<file path="src/rtl/row_scan_pkg.sv">
// Shared types and constants for the row scan controller and its timer.
package row_scan_pkg;

  localparam int NUM_ROWS = 8;
  localparam int SEL_W    = 3;

  // Index of the final row of a sweep; reaching its end decides stop vs wrap.
  localparam logic [SEL_W-1:0] LAST_ROW = SEL_W'(NUM_ROWS - 1);

  typedef enum logic [1:0] {
    IDLE   = 2'd0,
    ACTIVE = 2'd1,
    BLANK  = 2'd2
  } scan_state_e;

  // Width needed to hold either a dwell or a blank count in one shared timer.
  function automatic int max_w(input int a, input int b);
    return (a > b) ? a : b;
  endfunction

endpackage

</file>
<file path="src/rtl/scan_timer.sv">
// Down-counter shared by the dwell and blank phases. Loading N gives N+1
// cycles before tc is seen, so callers load (length - 1).
module scan_timer
  import row_scan_pkg::*;
#(
  parameter int W = 8
) (
  input  logic         clk,
  input  logic         rst,
  input  logic         load,
  input  logic         dec,
  input  logic [W-1:0] load_val,
  output logic         tc
);

  logic [W-1:0] cnt;

  // Load has priority; decrement saturates at zero so tc stays asserted.
  always_ff @(posedge clk) begin
    if (rst)
      cnt <= '0;
    else if (load)
      cnt <= load_val;
    else if (dec && (cnt != '0))
      cnt <= cnt - W'(1);
  end

  assign tc = (cnt == '0);

endmodule

</file>
<file path="src/rtl/row_scan_ctrl.sv">
// Row scan controller: steps a 3-to-8 decoder through eight rows with a
// programmable dwell per row and an enable-off blank gap between rows.
// sel/en connect straight to the decoder select and enable pins.
module row_scan_ctrl
  import row_scan_pkg::*;
#(
  parameter int DWELL_W = 8,
  parameter int BLANK_W = 4
) (
  input  logic               clk,
  input  logic               rst,
  input  logic               start,
  input  logic               stop,
  input  logic               mode,
  input  logic [DWELL_W-1:0] dwell,
  input  logic [BLANK_W-1:0] blank,
  output logic [SEL_W-1:0]   sel,
  output logic               en,
  output logic               busy,
  output logic               row_strobe,
  output logic               done
);

  localparam int TW = max_w(DWELL_W, BLANK_W);

  scan_state_e        state, state_n;
  logic [SEL_W-1:0]   sel_n, sel_inc;
  logic               en_n, busy_n, strobe_n, done_n;

  // Settings captured at start; live inputs are ignored while a sweep runs.
  logic               mode_q;
  logic [DWELL_W-1:0] dwell_q;
  logic [BLANK_W-1:0] blank_q;
  logic               cfg_load;

  logic               tmr_load, tmr_dec, tmr_tc;
  logic [TW-1:0]      tmr_val;
  logic [TW-1:0]      dwell_m1_in, dwell_m1_q, blank_m1_q;

  // dwell=0 behaves as a one-cycle dwell, so both 0 and 1 load zero.
  assign dwell_m1_in = (dwell   == '0) ? '0 : TW'(dwell)   - TW'(1);
  assign dwell_m1_q  = (dwell_q == '0) ? '0 : TW'(dwell_q) - TW'(1);
  // Only used when blank_q is non-zero, so no underflow case.
  assign blank_m1_q  = TW'(blank_q) - TW'(1);

  scan_timer #(.W(TW)) u_timer (
    .clk      (clk),
    .rst      (rst),
    .load     (tmr_load),
    .dec      (tmr_dec),
    .load_val (tmr_val),
    .tc       (tmr_tc)
  );

  // Next-state and next-output decode; every output is then registered.
  always_comb begin
    state_n  = state;
    sel_n    = sel;
    en_n     = 1'b0;
    strobe_n = 1'b0;
    done_n   = 1'b0;
    tmr_load = 1'b0;
    tmr_dec  = 1'b0;
    tmr_val  = '0;
    cfg_load = 1'b0;
    sel_inc  = sel + SEL_W'(1);   // wraps 7 -> 0 for continuous mode

    case (state)
      IDLE: begin
        sel_n = '0;
        // stop outranks start
        if (start && !stop) begin
          cfg_load = 1'b1;
          state_n  = ACTIVE;
          en_n     = 1'b1;
          strobe_n = 1'b1;
          tmr_load = 1'b1;
          tmr_val  = dwell_m1_in;
        end
      end

      ACTIVE: begin
        if (stop) begin
          state_n = IDLE;
          sel_n   = '0;
        end else if (!tmr_tc) begin
          en_n    = 1'b1;
          tmr_dec = 1'b1;
        end else if ((sel == LAST_ROW) && !mode_q) begin
          // single sweep finished: no trailing blank after the last row
          state_n = IDLE;
          sel_n   = '0;
          done_n  = 1'b1;
        end else if (blank_q != '0) begin
          // blank keeps the previous row index on sel
          state_n  = BLANK;
          tmr_load = 1'b1;
          tmr_val  = blank_m1_q;
        end else begin
          sel_n    = sel_inc;
          en_n     = 1'b1;
          strobe_n = 1'b1;
          tmr_load = 1'b1;
          tmr_val  = dwell_m1_q;
        end
      end

      BLANK: begin
        if (stop) begin
          state_n = IDLE;
          sel_n   = '0;
        end else if (!tmr_tc) begin
          tmr_dec = 1'b1;
        end else begin
          state_n  = ACTIVE;
          sel_n    = sel_inc;
          en_n     = 1'b1;
          strobe_n = 1'b1;
          tmr_load = 1'b1;
          tmr_val  = dwell_m1_q;
        end
      end

      default: begin
        state_n = IDLE;
        sel_n   = '0;
      end
    endcase

    busy_n = (state_n != IDLE);
  end

  // State and registered outputs.
  always_ff @(posedge clk) begin
    if (rst) begin
      state      <= IDLE;
      sel        <= '0;
      en         <= 1'b0;
      busy       <= 1'b0;
      row_strobe <= 1'b0;
      done       <= 1'b0;
    end else begin
      state      <= state_n;
      sel        <= sel_n;
      en         <= en_n;
      busy       <= busy_n;
      row_strobe <= strobe_n;
      done       <= done_n;
    end
  end

  // Sweep settings, captured only on an accepted start.
  always_ff @(posedge clk) begin
    if (rst) begin
      mode_q  <= 1'b0;
      dwell_q <= '0;
      blank_q <= '0;
    end else if (cfg_load) begin
      mode_q  <= mode;
      dwell_q <= dwell;
      blank_q <= blank;
    end
  end

endmodule
</file>
<file path="config.mk">
export PLATFORM = sky130hd
export DESIGN_NAME = row_scan_ctrl
export DESIGN_NICKNAME = d
export VERILOG_FILES = /design/src/rtl/row_scan_pkg.sv /design/src/rtl/scan_timer.sv /design/src/rtl/row_scan_ctrl.sv
export SDC_FILE = /design/constraint.sdc
export NUM_CORES = 1
export LEC_CHECK = 0
export ABC_AREA = 0
export BUFFER_PORTS_ARGS = -buffer_cell sky130_fd_sc_hd__buf_2
export CORE_MARGIN = 10
export CORE_UTILIZATION = 45
export DETAILED_ROUTE_END_ITERATION = 16
export HOLD_SLACK_MARGIN = 0.08
export PLACE_DENSITY = 0.63
export SKIP_LAST_GASP = 1
export SLEW_MARGIN = 25
export SYNTH_ARGS = -nofsm -noshare
export SYNTH_HDL_FRONTEND = slang
export SYNTH_SLANG_ARGS = --single-unit
</file>
<file path="constraint.sdc">
create_clock -name clk -period 3 [get_ports clk]
set_input_delay 0.6 -clock clk [delete_from_list [all_inputs] [get_ports clk]]
set_output_delay 0.6 -clock clk [all_outputs]
set_load 0.03 [all_outputs]
</file>
# ---- Word level (Yosys, flattened, before mapping)
# Cells that the tools add are included.
dict set report word_totals {
  reg_bits 30
  out_inout_bits 7
  wordCells 86
}
dict set report op_classes {
  add_sub_neg 5
  eq_ne 6
  n_mux 47
  bitwise 2
  reduce_logical 16
}
# cell count
set op_table {}
lappend op_table {{two-way mux 8 bit} 11}
lappend op_table {{logical NOT 8 bit} 3}
lappend op_table {{one-hot mux 8 bit (3 select lines)} 1}
lappend op_table {{subtractor 8 x 1 -> 8 bit (second input constant)} 3}
lappend op_table {{two-way mux 3 bit} 6}
lappend op_table {{two-way mux 1 bit} 17}
lappend op_table {{two-way mux 2 bit} 7}
lappend op_table {{one-hot mux 1 bit (3 select lines)} 3}
lappend op_table {{nonzero test 8 bit} 1}
lappend op_table {{inequality test 3 bit (second input constant)} 2}
lappend op_table {{one-hot mux 2 bit (3 select lines)} 1}
lappend op_table {{one-hot mux 3 bit (2 select lines)} 1}
lappend op_table {{subtractor 4 x 1 -> 5 bit (second input constant)} 1}
lappend op_table {{inequality test 4 bit (second input constant)} 1}
lappend op_table {{nonzero test 2 bit} 2}
lappend op_table {{nonzero test 4 bit} 1}
lappend op_table {{OR reduction 4 bit} 1}
lappend op_table {{adder 3 x 1 -> 3 bit (second input constant)} 1}
lappend op_table {{equality test 3 bit (second input constant)} 1}
lappend op_table {{logical AND 1 bit} 3}
lappend op_table {{AND reduction 3 bit} 1}
lappend op_table {{equality test 2 x 1 -> 1 bit (second input constant)} 1}
lappend op_table {{equality test 2 bit (second input constant)} 1}
lappend op_table {{logical NOT 1 bit} 2}
lappend op_table {{other kinds (3)} 4}

# ---- Depth between registers and ports, before layout
# Gate-level depths: netlist (run 1).
dict set report logic_depth {
  word_depth 8
  mapped_depth 9
  mapped_depth_nobuf 8
}

# ---- By module
# From an unflattened synthesis (run 1), not the netlist that was laid out.
dict set report unflattened {
  cells_unflattened 285
  hier_area_um2 2244.7
}
# mod n_inst cells_per_inst area_each_um2 seq_area_each_um2
set by_module_without_submodules {}
lappend by_module_without_submodules {row_scan_ctrl 1 226 1729.2 440.4}
lappend by_module_without_submodules {scan_timer 1 59 515.5 160.2}

# ---- Least setup slack after synthesis (run 1)
# No wires, ideal clock.
dict set report synth_timing {
  path_type {reg-to-reg}
  startpoint {reg sel[0]}
  endpoint {reg u_timer.cnt[6]}
  t_arrival_ns 1.926
  required_time_ns 2.872
  slack_ns 0.946
  path_stages_with_launch 10
  period_less_slack_ns 2.054
  path_cell_list {dfxtp_1 -> ha_1 -> ha_1 -> nand2b_1 -> a21oi_1 -> nor2_1 -> o21bai_1 -> buf_2 -> mux2i_1 -> nor2_1}
}
dict set report synth_via {
  elab_chain_cells 7
  word_cells_on_any_way 12
  classes_between {eq/ne (1); mux (9); reduce/logical (2)}
}
# item line_no
set synth_rtl {}
lappend synth_rtl {{start: declaration} row_scan_ctrl.sv:17} ;# output logic [SEL_W-1:0] sel,
lappend synth_rtl {{start signal: assignment} row_scan_ctrl.sv:144} ;# sel <= sel_n;
lappend synth_rtl {{equality test 3 bit *} row_scan_ctrl.sv:89} ;# end else if ((sel == LAST_ROW) && !mode_q) begin
lappend synth_rtl {{logical AND 1 bit *} row_scan_ctrl.sv:89}
lappend synth_rtl {{two-way mux 8 bit / two-way mux 1 bit (equally long branches)} row_scan_ctrl.sv:89}
lappend synth_rtl {{two-way mux 8 bit / two-way mux 1 bit (equally long branches)} row_scan_ctrl.sv:86} ;# end else if (!tmr_tc) begin
lappend synth_rtl {{two-way mux 8 bit / two-way mux 1 bit (equally long branches)} row_scan_ctrl.sv:83} ;# if (stop) begin
lappend synth_rtl {{one-hot mux 8 bit (3 select lines) / one-hot mux 1 bit (3 select lines) (equally long branches)} row_scan_ctrl.sv:68} ;# case (state)
lappend synth_rtl {{two-way mux 8 bit / nonzero test 2 bit (equally long branches)} --}
lappend synth_rtl {{end signal: assignment} scan_timer.sv:23} ;# cnt <= load_val;
lappend synth_rtl {{end signal: assignment} scan_timer.sv:25} ;# cnt <= cnt - W'(1);
lappend synth_rtl {{end: declaration} scan_timer.sv:16} ;# logic [W-1:0] cnt;
# Every way passes the cells marked *; elsewhere a longest branch is shown, timed or not.
# A chain may end at the register's enable or synchronous reset.

# ---- Worst setup path after layout (run 1)
dict set report layout_timing {
  startpoint {reg u_timer.cnt[0]}
  endpoint {reg u_timer.cnt[7]}
}
dict set report layout_via {
  elab_chain_cells 6
  word_cells_on_any_way 20
  classes_between {add/sub (1); mux (15); reduce/logical (4)}
}
# item
set layout_rtl {}
lappend layout_rtl {{parallel branches: the longest is 6 deep, another holds subtractor 8 x 1 -> 8 bit}}
# Parallel ways; which one is timed is not known. The select of a mux whose other input is x is not followed.

==> results.sh, run 1 <==
export IMPL_drive_gt1_share_pct=17.9
export IMPL_die_area_um2=7430
export IMPL_fin_crit_ns=2.17
export IMPL_ctsHoldBuffers=0
export IMPL_root_buffer="clkbuf_8"
export IMPL_cts_sinks=30
export IMPL_hp_class="flop to flop"
export IMPL_critPathArrivalTime_ns=2.37
export IMPL_firstDrtPassIters=4
export IMPL_period_share_pct=72.4
export IMPL_syn_nets=281
export IMPL_seq_area_frac_synth_pct=30.5
export IMPL_cts_setup_buffers=0
export IMPL_core_area_um2=4290
export IMPL_final_common_cell="nand2_1"
export IMPL_cts_tree="built"
export IMPL_rsz0062_at_grt="no"
export IMPL_tightest_slew_ns=0.640
export IMPL_die_y_um=86.2
export IMPL_io_buffers=23
export IMPL_synth_top_cell_area_share_pct=30.5
export IMPL_drc=0
export IMPL_cts_path_max_buffers=2
export IMPL_cts_resized=0
export IMPL_cp_required_ns=3.20
export IMPL_yosysTopAreaCell="dfxtp_1"
export IMPL_dp_hpwl_um=3780
export IMPL_synth_area_per_cell_um2=7.82
export IMPL_fin_skew_ns=0.00439
export IMPL_tns_ns=0
export IMPL_peakVddDrop_uv=210
export IMPL_finalCoreUtilization_pct=53.3
export IMPL_ys_top_cells_by_area="dfxtp_1 30%, ha_1 7.6%, nand2_1 7.6%, a21oi_1 7.1%, a211oi_1 3.4%"
export IMPL_power_density_nw_per_um2=543
export IMPL_grt_max_degree=26
export IMPL_antenna_found_initial=0
export IMPL_layout_common_cells="40 x nand2_1, 30 x dfxtp_1, 28 x a21oi_1"
export IMPL_grt_pass1_vias=1907
export IMPL_rrSetupSlack_ns=0.83
export IMPL_status="finished, final reports clean"
export IMPL_synth_async_reset_ratio_pct=0
export IMPL_yosys_most_used_dff="dfxtp_1"
export IMPL_start_util_pct=45.9
export IMPL_ys_ff_latch=30
export IMPL_end_kind="flop"
export IMPL_finalNonFillerCells=331
export IMPL_ys_warn_count=0
export IMPL_critPathLaunchType="flop"
export IMPL_max_freq_mhz=461
export IMPL_detailedRoute_firstIterationViolations=122
export IMPL_place_congestion=0.910
export IMPL_cp_max_fo=8
export IMPL_syn_area_um2=1970
export IMPL_maxCapViolCount=0
export IMPL_num_vias=1861
export IMPL_synth_cell_types=52
export IMPL_synth_edf_count=0
export IMPL_synth_cells=252
export IMPL_leakage_uw=0.000922
export IMPL_wire_per_inst_um=15.3
export IMPL_io_pins=24
export IMPL_grt_overflow_total=0
export IMPL_row_count=24
export IMPL_drv_slew=0
export IMPL_drtAntennaViolNets=0
export IMPL_cts_clk_slew_worst_paths_ns=0.07
export IMPL_setup_viol_count_final=0
export IMPL_area_growth_pct=16.1
export IMPL_diodes=0
export IMPL_insertion_delay_ns=0.28
export IMPL_wl_um=5050
export IMPL_routed_via_density=5.62
export IMPL_max_slew_margin_rel_pct=56.9
export IMPL_nets=307
export IMPL_finalHoldViolCount=0
export IMPL_cts_made_buffers=5
export IMPL_fin_ws_ns=0.829
export IMPL_die_width_um=86.2
export IMPL_htreeDepth=2
export IMPL_grt_use_total_pct=14.6
export IMPL_crit_type="flop to flop"
export IMPL_grt_pass1_wl_um=9040
export IMPL_nFillCells=432
export IMPL_dp_cells=323
export IMPL_dpl_worst_slack_ns=0.643
state kept, by name (all words and copies together), names as in the netlist:
signal / cells
blank_q: 4
busy: 1
done: 1
dwell_q: 8
en: 1
mode_q: 1
row_strobe: 1
sel: 3
state: 2
u_timer.cnt: 8
final timing paths:
kind	startpoint	to	cells past startpoint
worst max-delay path	u_timer.cnt[0]	u_timer.cnt[7]	8
worst min register to register	mode_q	mode_q	2
worst max register to register	u_timer.cnt[0]	u_timer.cnt[7]	8
worst min-delay path	mode_q	mode_q	2
critical path: stages (launching register included):
cell and delay [ns]:
dfxtp_1 0.36, inv_1 0.06, ha_1 0.24, nor3b_2 0.20, a21oi_2 0.32, nand4b_1 0.19, or3_1 0.35, xor2_1 0.15
a211oi_1 0.22
cells by family (layout without fill, tap and decap cells):
kind of cell / after synthesis / in the layout / share of synthesized area (%)
compound gates: 70 / 70 / 22.4
xor+xnor: 12 / 12 / 5.33
fa+ha+maj: 12 / 12 / 7.62
buf+inv: 22 / 49 / 4.32
flops: 30 / 30 / 30.5
mux: 4 / 4 / 2.03
simple gates: 102 / 102 / 27.8
synth_stat cells, types with 4 or more instances:
cell and instances:
a211oi_1 9, a21oi_1 28, a31oi_1 6, clkbuf_1 4, dfxtp_1 30, ha_1 12, inv_1 15, mux2i_1 4
nand2_1 40, nor2_1 18, nor3_1 7, o21ai_0 6, o22ai_1 5, xnor2_1 5, xor2_1 7
where the power goes:
group	switching, µW	internal, µW	total (µW)
logic	160	114	274
clock network	162	354	516
registers	29.1	424	453
total	351	892	1240
per-stage QoR:
step                power, µW  cell area, µm²  hold slack [ns]
finish                   1240            2290            0.456
global route             1310            2290            0.512
CTS                      1250            2290            0.458
detailed placement        732            2140            0.449
global placement          732            2140            0.454
floorplan                 659            1970            0.431
layout make-up:
class / count / area (µm²) / area share (%)
well taps: 52 / 65.1 / 2.84
flip-flops and latches: 30 / 601 / 26.3
clock inverters: 2 / 60.1 / 2.63
multi-input cells: 200 / 1280 / 56.2
repair buffers: 26 / 138 / 6.02
inverters: 15 / 56.3 / 2.46
clock buffers: 6 / 82.6 / 3.61
per-layer routing:
metal  global-route usage [%]  vias up  routed length [µm]
met5                        0        -                   0
met4                     5.45        0                  87
met3                     3.47        9                 231
met2                     23.3       45                2260
met1                     18.6      855                2470
li1                         -      952                   -
(Power assumes the default switching activity.)
==> run 2: changes to the inputs <==
Clock period 3 ns to 2 ns, I/O delays scaled along.
==> run 2 against run 1 <==
  * Wire length rose by 11%
  * Cell area increased by 11%
  * Clock skew rose by 0.012 ns
  * Final cell count up 8.2%
  * Critical path type unchanged
  * Sequential power increased by 49%
  * Global-route usage is 0.74 points higher
==> results.sh, run 2 (synthesized netlist as in run 1, its figures left out) <==
export IMPL_status="finished, final reports clean"
export IMPL_end_kind="flop"
export IMPL_die_width_um=86.2
export IMPL_ctsHoldBuffers=0
export IMPL_tns_ns=0
export IMPL_finalPower_uw=1970
export IMPL_die_y_um=86.2
export IMPL_setup_viol_count_final=0
export IMPL_placed_area_um2=2330
export IMPL_fin_crit_ns=1.90
export IMPL_final_common_cell="nand2_1"
export IMPL_root_buffer="clkbuf_8"
export IMPL_p_clk_share_pct=39.6
export IMPL_place_congestion=0.878
export IMPL_num_vias=2005
export IMPL_row_count=24
export IMPL_drive_gt1_share_pct=29.4
export IMPL_rsz0062_at_grt="no"
export IMPL_leakage_uw=0.00107
export IMPL_period_share_pct=95.0
export IMPL_power_density_nw_per_um2=773
export IMPL_critPathLaunchType="flop"
export IMPL_finalHoldViolCount=0
export IMPL_fin_skew_ns=0.0162
export IMPL_cts_path_max_buffers=2
export IMPL_io_buffers=23
export IMPL_die_area_um2=7430
export IMPL_grt_pass1_wl_um=9270
export IMPL_wire_per_inst_um=15.7
export IMPL_routed_via_density=5.60
export IMPL_nets=334
export IMPL_grt_overflow_total=0
export IMPL_insertion_delay_ns=0.30
export IMPL_finalCoreUtilization_pct=59.4
export IMPL_nFillCells=412
export IMPL_core_area_um2=4290
export IMPL_htreeDepth=2
export IMPL_wl_um=5620
export IMPL_maxCapViolCount=0
export IMPL_cp_max_fo=3
export IMPL_drv_slew=0
export IMPL_grt_pass1_vias=1935
export IMPL_p_sw_share_pct=28.7
export IMPL_layout_common_cells="39 x nand2_1, 30 x buf_4, 26 x a21oi_1, 26 x dfxtp_1, 23 x buf_2"
export IMPL_power_switching_uw=565
export IMPL_io_pins=24
export IMPL_firstDrtPassIters=4
export IMPL_start_util_pct=45.9
export IMPL_pwr_share_comb_pct=26.2
export IMPL_dp_hpwl_um=4220
export IMPL_peakVddDrop_uv=421
export IMPL_design_area_um2=2550
export IMPL_crit_type="flop to flop"
export IMPL_seq_power_share_pct=34.2
export IMPL_cts_made_buffers=5
export IMPL_cts_sinks=30
export IMPL_diodes=0
export IMPL_reg_largest_list="dwell_q (8), u_timer.cnt (8), blank_q (4)"
export IMPL_max_freq_mhz=527
export IMPL_internal_power_uw=1410
export IMPL_detailedRoute_firstIterationViolations=86
export IMPL_critPathArrivalTime_ns=2.05
export IMPL_holdWs_ns=0.343
export IMPL_grt_max_degree=18
export IMPL_max_slew_margin_rel_pct=58.2
export IMPL_hp_class="input pin to flop"
export IMPL_grt_use_total_pct=15.3
export IMPL_antenna_found_initial=0
export IMPL_cts_tree="built"
export IMPL_drc=0
export IMPL_cp_required_ns=2.15
export IMPL_area_growth_pct=29.4
export IMPL_cts_clk_slew_worst_paths_ns=0.08
export IMPL_tightest_slew_ns=0.621
export IMPL_drtAntennaViolNets=0
run 2: through the flow:
| stage | setup slack, ns | std cells |
|---|---|---|
| floorplan | 0.0368 | 252 |
| global placement | -0.0483 | 347 |
| detailed placement | -0.0543 | 347 |
| CTS | 0.0545 | 355 |
| global route | 0.00584 | 358 |
| finish | 0.101 | 358 |
run 2: cell type report:
cell class | count | area (µm²) | share of cell area (%)
Clock inverter | 2 | 60.1 | 2.36
Clock buffer | 6 | 82.6 | 3.24
Tap cell | 52 | 65.1 | 2.55
Sequential cell | 30 | 606 | 23.7
Timing Repair Buffer | 53 | 340 | 13.3
Multi-Input combinational cell | 200 | 1340 | 52.6
Inverter | 15 | 56.3 | 2.21
run 2: what timing repair did:
| action | CTS | global route |
|---|---|---|
| endpoints found under the setup margin | 0 | 13 |
| hold endpoints to repair | 0 | 0 |
| resized for setup | 0 | 15 |
| buffers inserted | 0 | 3 |
run 2: final timing paths:
check | from | endpoint | slack, ns | cells past startpoint
max reg2reg | dwell_q[2] | u_timer.cnt[1] | 0.10 | 6
max | dwell_q[2] | u_timer.cnt[1] | 0.10 | 6
min | mode | mode_q | 0.34 | 3
min reg2reg | mode_q | mode_q | 0.47 | 2
run 2: power by group through the flow:
stage / clock network [µW] / registers, µW / logic (µW)
3_3_place_gp: 0 / 684 / 464
2_1_floorplan: 0 / 691 / 296
3_5_place_dp: 0 / 685 / 467
4_1_cts: 785 / 671 / 472
6_report: 780 / 675 / 516
5_1_grt: 807 / 680 / 567
run 2: critical path, stage by stage (launching register included):
cell and delay (ns):
dfxtp_1 0.31, or4_4 0.55, or3_4 0.41, nand2_2 0.09, o22ai_1 0.09, a211oi_2 0.22, a211oi_1 0.08
run 2: layer usage:
metal | up-vias | track usage [%] | part of all wire [%]
li1 | 1013 | - | -
met1 | 941 | 19.3 | 48
met2 | 42 | 24.5 | 46
met3 | 9 | 3.94 | 5.0
met4 | 0 | 5.89 | 1.5
met5 | - | 0 | 0
